**config.mk**
```make
export PLATFORM = sky130hd
export DESIGN_NAME = io_seg_pwr_seq
export DESIGN_NICKNAME = d
export VERILOG_FILES = /design/src/rtl/io_seq_pkg.sv /design/src/rtl/io_pg_sync_debounce.sv /design/src/rtl/io_seg_pwr_seq.sv
export SDC_FILE = /design/constraint.sdc
export NUM_CORES = 1
export LEC_CHECK = 0
export CAP_MARGIN = 20
export CORE_ASPECT_RATIO = 0.5
export CORE_MARGIN = 8
export CORE_UTILIZATION = 51
export DETAILED_ROUTE_END_ITERATION = 8
export PLACE_DENSITY = 0.75
export SLEW_MARGIN = 20
export SYNTH_ARGS = -nofsm -noshare
export SYNTH_HDL_FRONTEND = slang
export SYNTH_SLANG_ARGS = --single-unit
```
**constraint.sdc**
```tcl
create_clock -name clk -period 2.2 [get_ports clk]
set_clock_uncertainty 0.05 [all_clocks]
set_input_delay 0.33 -clock clk [delete_from_list [all_inputs] [get_ports clk]]
set_output_delay 0.33 -clock clk [all_outputs]
set_load 0.02 [all_outputs]
```
**src/rtl/io_seq_pkg.sv**
```systemverilog
// Shared state encoding and default timing for the IO-segment power sequencer.
package io_seq_pkg;

    typedef enum logic [3:0] {
        StOff   = 4'd0,
        StWaitL = 4'd1,
        StRelL  = 4'd2,
        StWaitR = 4'd3,
        StRelR  = 4'd4,
        StOn    = 4'd5,
        StDis   = 4'd6,
        StRet   = 4'd7,
        StFault = 4'd8
    } seq_state_e;

    localparam int unsigned DefDebounce = 4;
    localparam int unsigned DefSettle   = 8;
    localparam int unsigned DefTimeout  = 64;

    function automatic int unsigned max_u(input int unsigned a, input int unsigned b);
        return (a > b) ? a : b;
    endfunction

endpackage

```
**src/rtl/io_pg_sync_debounce.sv**
```systemverilog
// Power-good synchroniser plus saturating debounce; ok_o drops in the same
// cycle the synchronised level goes low.
module io_pg_sync_debounce
    import io_seq_pkg::*;
#(
    parameter int unsigned DEBOUNCE = DefDebounce
) (
    input  logic clk,
    input  logic rst,
    input  logic pg_i,
    output logic ok_o
);

    localparam int unsigned CW = $clog2(DEBOUNCE + 1);

    logic          sync_q1, sync_q2;
    logic [CW-1:0] cnt_q, cnt_d;

    always_ff @(posedge clk or posedge rst) begin
        if (rst) begin
            sync_q1 <= 1'b0;
            sync_q2 <= 1'b0;
            cnt_q   <= '0;
        end else begin
            sync_q1 <= pg_i;
            sync_q2 <= sync_q1;
            cnt_q   <= cnt_d;
        end
    end

    always_comb begin
        cnt_d = cnt_q;
        if (!sync_q2) begin
            cnt_d = '0;
        end else if (cnt_q != CW'(DEBOUNCE)) begin
            cnt_d = cnt_q + 1'b1;
        end
    end

    assign ok_o = sync_q2 && (cnt_q == CW'(DEBOUNCE));

endmodule

```
**src/rtl/io_seg_pwr_seq.sv**
```systemverilog
// Sequences retention release and output-driver enable for the left/right IO
// segments around a VSSIO cut, under a 4-phase req/ack from the power controller.
module io_seg_pwr_seq
    import io_seq_pkg::*;
#(
    parameter int unsigned DEBOUNCE = DefDebounce,
    parameter int unsigned SETTLE   = DefSettle,
    parameter int unsigned TIMEOUT  = DefTimeout
) (
    input  logic       clk,
    input  logic       rst,
    input  logic       req_on_i,
    output logic       ack_o,
    output logic       busy_o,
    output logic       fault_o,
    input  logic       pg_l_i,
    input  logic       pg_r_i,
    output logic       ret_l_o,
    output logic       ret_r_o,
    output logic       oe_en_l_o,
    output logic       oe_en_r_o,
    output logic [3:0] state_o
);

    localparam int unsigned TW = $clog2(max_u(SETTLE, TIMEOUT) + 1);

    logic          ok_l, ok_r;
    seq_state_e    state_q, state_d;
    logic [TW-1:0] timer_q, timer_d, timer_inc;
    logic          settle_done, timed_out;
    logic          ret_l_q, ret_l_d, ret_r_q, ret_r_d, oe_q, oe_d;
    logic          ack_q, ack_d, busy_q, busy_d, fault_q, fault_d;

    io_pg_sync_debounce #(.DEBOUNCE(DEBOUNCE)) u_pg_l (
        .clk  (clk),
        .rst  (rst),
        .pg_i (pg_l_i),
        .ok_o (ok_l)
    );

    io_pg_sync_debounce #(.DEBOUNCE(DEBOUNCE)) u_pg_r (
        .clk  (clk),
        .rst  (rst),
        .pg_i (pg_r_i),
        .ok_o (ok_r)
    );

    // Exit fires on the edge where the count would reach the limit.
    assign timer_inc   = timer_q + 1'b1;
    assign settle_done = (timer_inc == TW'(SETTLE));
    assign timed_out   = (timer_inc == TW'(TIMEOUT));

    always_comb begin
        state_d = state_q;
        case (state_q)
            StOff:   if (req_on_i) state_d = StWaitL;
            StWaitL: begin
                if (!req_on_i)      state_d = StRet;
                else if (ok_l)      state_d = StRelL;
                else if (timed_out) state_d = StFault;
            end
            StRelL: begin
                if (!ok_l)            state_d = StFault;
                else if (!req_on_i)   state_d = StDis;
                else if (settle_done) state_d = StWaitR;
            end
            StWaitR: begin
                if (!req_on_i)      state_d = StRet;
                else if (ok_r)      state_d = StRelR;
                else if (timed_out) state_d = StFault;
            end
            StRelR: begin
                if (!ok_l || !ok_r)   state_d = StFault;
                else if (!req_on_i)   state_d = StDis;
                else if (settle_done) state_d = StOn;
            end
            StOn: begin
                if (!ok_l || !ok_r) state_d = StFault;
                else if (!req_on_i) state_d = StDis;
            end
            StDis:   if (settle_done) state_d = StRet;
            StRet:   state_d = StOff;
            StFault: if (!req_on_i) state_d = StOff;
            default: state_d = StFault;
        endcase
    end

    // Outputs are registered from the next state so they switch on state entry.
    always_comb begin
        ret_l_d = ret_l_q;
        ret_r_d = ret_r_q;
        oe_d    = oe_q;
        ack_d   = ack_q;
        timer_d = (timer_q == '1) ? timer_q : timer_inc;
        if (state_d != state_q) begin
            timer_d = '0;
            case (state_d)
                StRelL: ret_l_d = 1'b0;
                StRelR: ret_r_d = 1'b0;
                StOn: begin
                    oe_d  = 1'b1;
                    ack_d = 1'b1;
                end
                StDis: oe_d = 1'b0;
                StRet: begin
                    ret_l_d = 1'b1;
                    ret_r_d = 1'b1;
                end
                StOff, StFault: begin
                    ret_l_d = 1'b1;
                    ret_r_d = 1'b1;
                    oe_d    = 1'b0;
                    ack_d   = 1'b0;
                end
                default: ;
            endcase
        end
        busy_d  = (state_d == StWaitL) || (state_d == StRelL) || (state_d == StWaitR) ||
                  (state_d == StRelR) || (state_d == StDis) || (state_d == StRet);
        fault_d = (state_d == StFault);
    end

    always_ff @(posedge clk or posedge rst) begin
        if (rst) begin
            state_q <= StOff;
            timer_q <= '0;
            ret_l_q <= 1'b1;
            ret_r_q <= 1'b1;
            oe_q    <= 1'b0;
            ack_q   <= 1'b0;
            busy_q  <= 1'b0;
            fault_q <= 1'b0;
        end else begin
            state_q <= state_d;
            timer_q <= timer_d;
            ret_l_q <= ret_l_d;
            ret_r_q <= ret_r_d;
            oe_q    <= oe_d;
            ack_q   <= ack_d;
            busy_q  <= busy_d;
            fault_q <= fault_d;
        end
    end

    assign ret_l_o   = ret_l_q;
    assign ret_r_o   = ret_r_q;
    assign oe_en_l_o = oe_q;
    assign oe_en_r_o = oe_q;
    assign ack_o     = ack_q;
    assign busy_o    = busy_q;
    assign fault_o   = fault_q;
    assign state_o   = state_q;

endmodule
```
==> impl_results.md <==
* Outcome: complete, but fails checks
* Failing checks: negative setup slack
* Register area share after synthesis at 39.9%
* Largest net degree at the start of global routing at 28
* Die W at 97.6 µm
* Seq pwr share at 23.8%
* Cells along the critical path: buf_4 > nand2b_1 > nor3_1 > a311oi_2 > a22oi_2 > a211oi_4 > buf_4 > a21o_2 > a221o_1
* CP Max Fanout at 12
* FMAX at between 400 and 500 MHz
* Setup CP Type: reg2reg
* Sw Share at 41.7%
* RSZ-0062 raised after global routing: true
* Overall routed net length at 4.98 mm
* Final cell count without fillers at 286
* Post-synth ARST share at 100%
* CTS root buf: clkbuf_8
* Cells after synthesis at 180
* Ratio of cells with drive above 1 in the final layout at 41.5%
* Area of the multi-input gates at 1060 µm²
* Critical Path AT at 2570 ps
* Routability-driven placement congestion ratio at about 0.9
* Worst min path class: reg2reg
* Peak supply drop at 992 µV
* Number of synthesized flops with an enable pin at 0
* Register bit total from synthesis at 27
* M2 GR Usage at between 20 and 30%
* CP most frequent cell: buf_4
* Crit path capture type: register
* Grt met1 use at 21.2%
* Row count at 14
* GR peak layer: met2
* # clock sinks at 27
* Final setup margin at -209 ps
* Drt wl/cell at 17.4 µm
* Max-Cap Viols at 0
* Ys flop type: dfrtp_1
* Clk pwr share at 9.1%
* Slew Viols, Final at 0
* First-pass GRT wire length at 7.94 mm
* Starting Density at 55.1%
* Die area at 5540 µm²
* Placed insts at about 270
* Buf+Inv Stages, Crit Path at 2
* Max clock buf depth at 2
* Slew HR at 72.5%
* Pint at 0.00185 W
* Port Buf Inserts at 15
* Pwr Total at 0.00317 W
* Global route overflow at 0
* Most frequent cells in the layout: 54 x buf_4, 23 x dfrtp_1, 15 x clkdlybuf4s50_1, 12 x nand2_1, 10 x nand3_1
* Die height at 56.8 µm
* Final ANT Viol Nets at 0
* Pre-antenna DRT Iters at 4
* Top cell family by delay on the critical path: compound AO/OA/AOI/OAI gates
* Combinational Power Share at 67.2%
* Post-synth top area cell: dfrtp_1
* Pre-CTS WS at -374 ps
* Max incr delay on CP at about 500 ps
* Yosys top cell area share at 36.8%
* FF/Latch Area at around 700 µm²
* Met3 GRT Util at 4.63%
* Final nets at 257
* Slowest CP cell: dfrtp_2
* Area contributors post-synth: dfrtp_1 37%, ha_1 3.7%, o21ai_0 3.5%, dfstp_2 3.1%, nand2_1 3.1%
* Worst-Skew Late Latency at 280 ps
* Core Footprint at 3080 µm²
* Post-layout min period at 2410 ps
* Setup violators final at 11
* CTS HTree Levels at 1
* 1st-iter DRT viols at 157
* Period utilisation layout at 109%
* Commonest non-fill, non-tap cell in the layout: buf_4
* Pwr Density at 1290 nW/µm²
* Library cells used by synthesis at 63
* Via density at 6.01
* Syn. warnings at 0
* Syn_nets at between 150 and 200
* Total GRT Usage at between 10% and 20%
* Syn_area_per_cell at 9.43 µm²
* TritonCTS clock tree: done
* Fill cells at about 200
* Vias in the first global route at 1722
* Hold Vio Cnt, Final at 0
* Clock transition at path regs at about 90 ps
* Data required, critical path at 2360 ps
* Post-DP HPWL at 3.38 mm
* Slew @ Worst Pin at 409 ps
* Ports at 16
* N_diodes at 0
* Leak at 1.09 nW
* CTS buffer count at 3
* Area growth syn-to-layout at 45.0%
* WHS at 318 ps
* DRC errors left at 0
* Sw Pwr at ~0.0013 W
* Crit start category: register
* Via count at between 1500 and 2000
* Mapped cell area at 1700 µm²
* Initial antenna violation count at 0
[stage by stage]
step / cell area (µm²) / util (%) / setup TNS (ps)
finish: 2460 / 79.8 / -1180
global route: 2460 / 79.8 / -2340
CTS: 2370 / 76.8 / -1290
detailed placement: 2240 / 72.7 / -3100
global placement: 2240 / 72.7 / -2100
floorplan: 1740 / - / -536
[cell type report]
type                    instances  share of cell area [%]
clock buffers                   3                    1.68
clock inverters                 1                   0.203
inverters                      12                    1.83
multi-input cells             133                    43.2
flip-flops and latches         27                    27.7
well taps                      40                    2.03
repair buffers                 70                    23.4
[power groups by stage]
stage / registers, W / clock network [W] / logic [W]
after floorplan: 0.000826 / 0 / 0.00101
after global placement: 0.000743 / 0 / 0.00169
after detailed placement: 0.000748 / 0 / 0.00177
after CTS: 0.000742 / 0.000291 / 0.00189
after global routing: 0.000767 / 0.000320 / 0.00228
final: 0.000752 / 0.000287 / 0.00213
[path summary, 6_finish.rpt]
kind,cells after the start,slack (ps),from,end
max in group asynchronous,3,1430,rst,ret_r_o
min,0,320,u_pg_l.sync_q1,u_pg_l.sync_q2
max,9,-210,state_o[0],ret_l_o
min reg2reg,0,320,u_pg_l.sync_q1,u_pg_l.sync_q2
min in group asynchronous,3,370,rst,u_pg_r.cnt_q[0]
max reg2reg,9,-210,state_o[0],ret_l_o
[synthesized netlist by cell type, types with 2 or more instances]
cell and instances:
dfrtp_1 25, nand2_1 14, inv_1 12, o21ai_0 12, nor2_1 11, nand3_1 10
a21oi_1 7, ha_1 5, a31oi_1 4, buf_2 4, xnor2_1 4, and3_1 3
nor3_1 3, o21a_1 3, or3_1 3, a21o_2 2, a221o_1 2, a22oi_1 2
a32o_1 2, and4b_1 2, buf_6 2, dfstp_2 2, mux2i_1 2, nand2b_1 2
nand4_1 2, nor2b_1 2, or2b_1 2
[kinds of logic after synthesis]
logic type | after synthesis | share of synthesized area, %
and+or+nand+nor | 67 | 22.1
AOI/OAI and AO/OA | 54 | 24.7
DFF | 27 | 39.9
buffers and inverters | 20 | 5.82
xor gates and xnor gates | 5 | 2.58
adders and majority gates | 5 | 3.68
muxes | 2 | 1.18
[registers in the layout, summed over array words and instances (netlist names)]
signal / cells
oe_en_l_o: 1
u_pg_l.sync_q2: 1
ret_r_o: 1
u_pg_r.cnt_q: 3
ack_o: 1
u_pg_r.sync_q2: 1
u_pg_l.cnt_q: 3
ret_l_o: 1
fault_o: 1
state_o: 4
u_pg_l.sync_q1: 1
busy_o: 1
u_pg_r.sync_q1: 1
timer_q: 7
[per-layer routing]
metal	vias to the layer above	part of all wire, %
met1	850	44
li1	800	-
met2	53	48
met5	-	0
met4	0	2.8
met3	16	4.6
[what timing repair did]
action / in CTS / in global routing
hold buffers: 0 / 0
setup buffers: 4 / 4
pin swaps: 12 / 13
resized for setup: 16 / 16
setup endpoints to repair: 12 / 12
No activity file was read; power rests on OpenSTA's default activity.
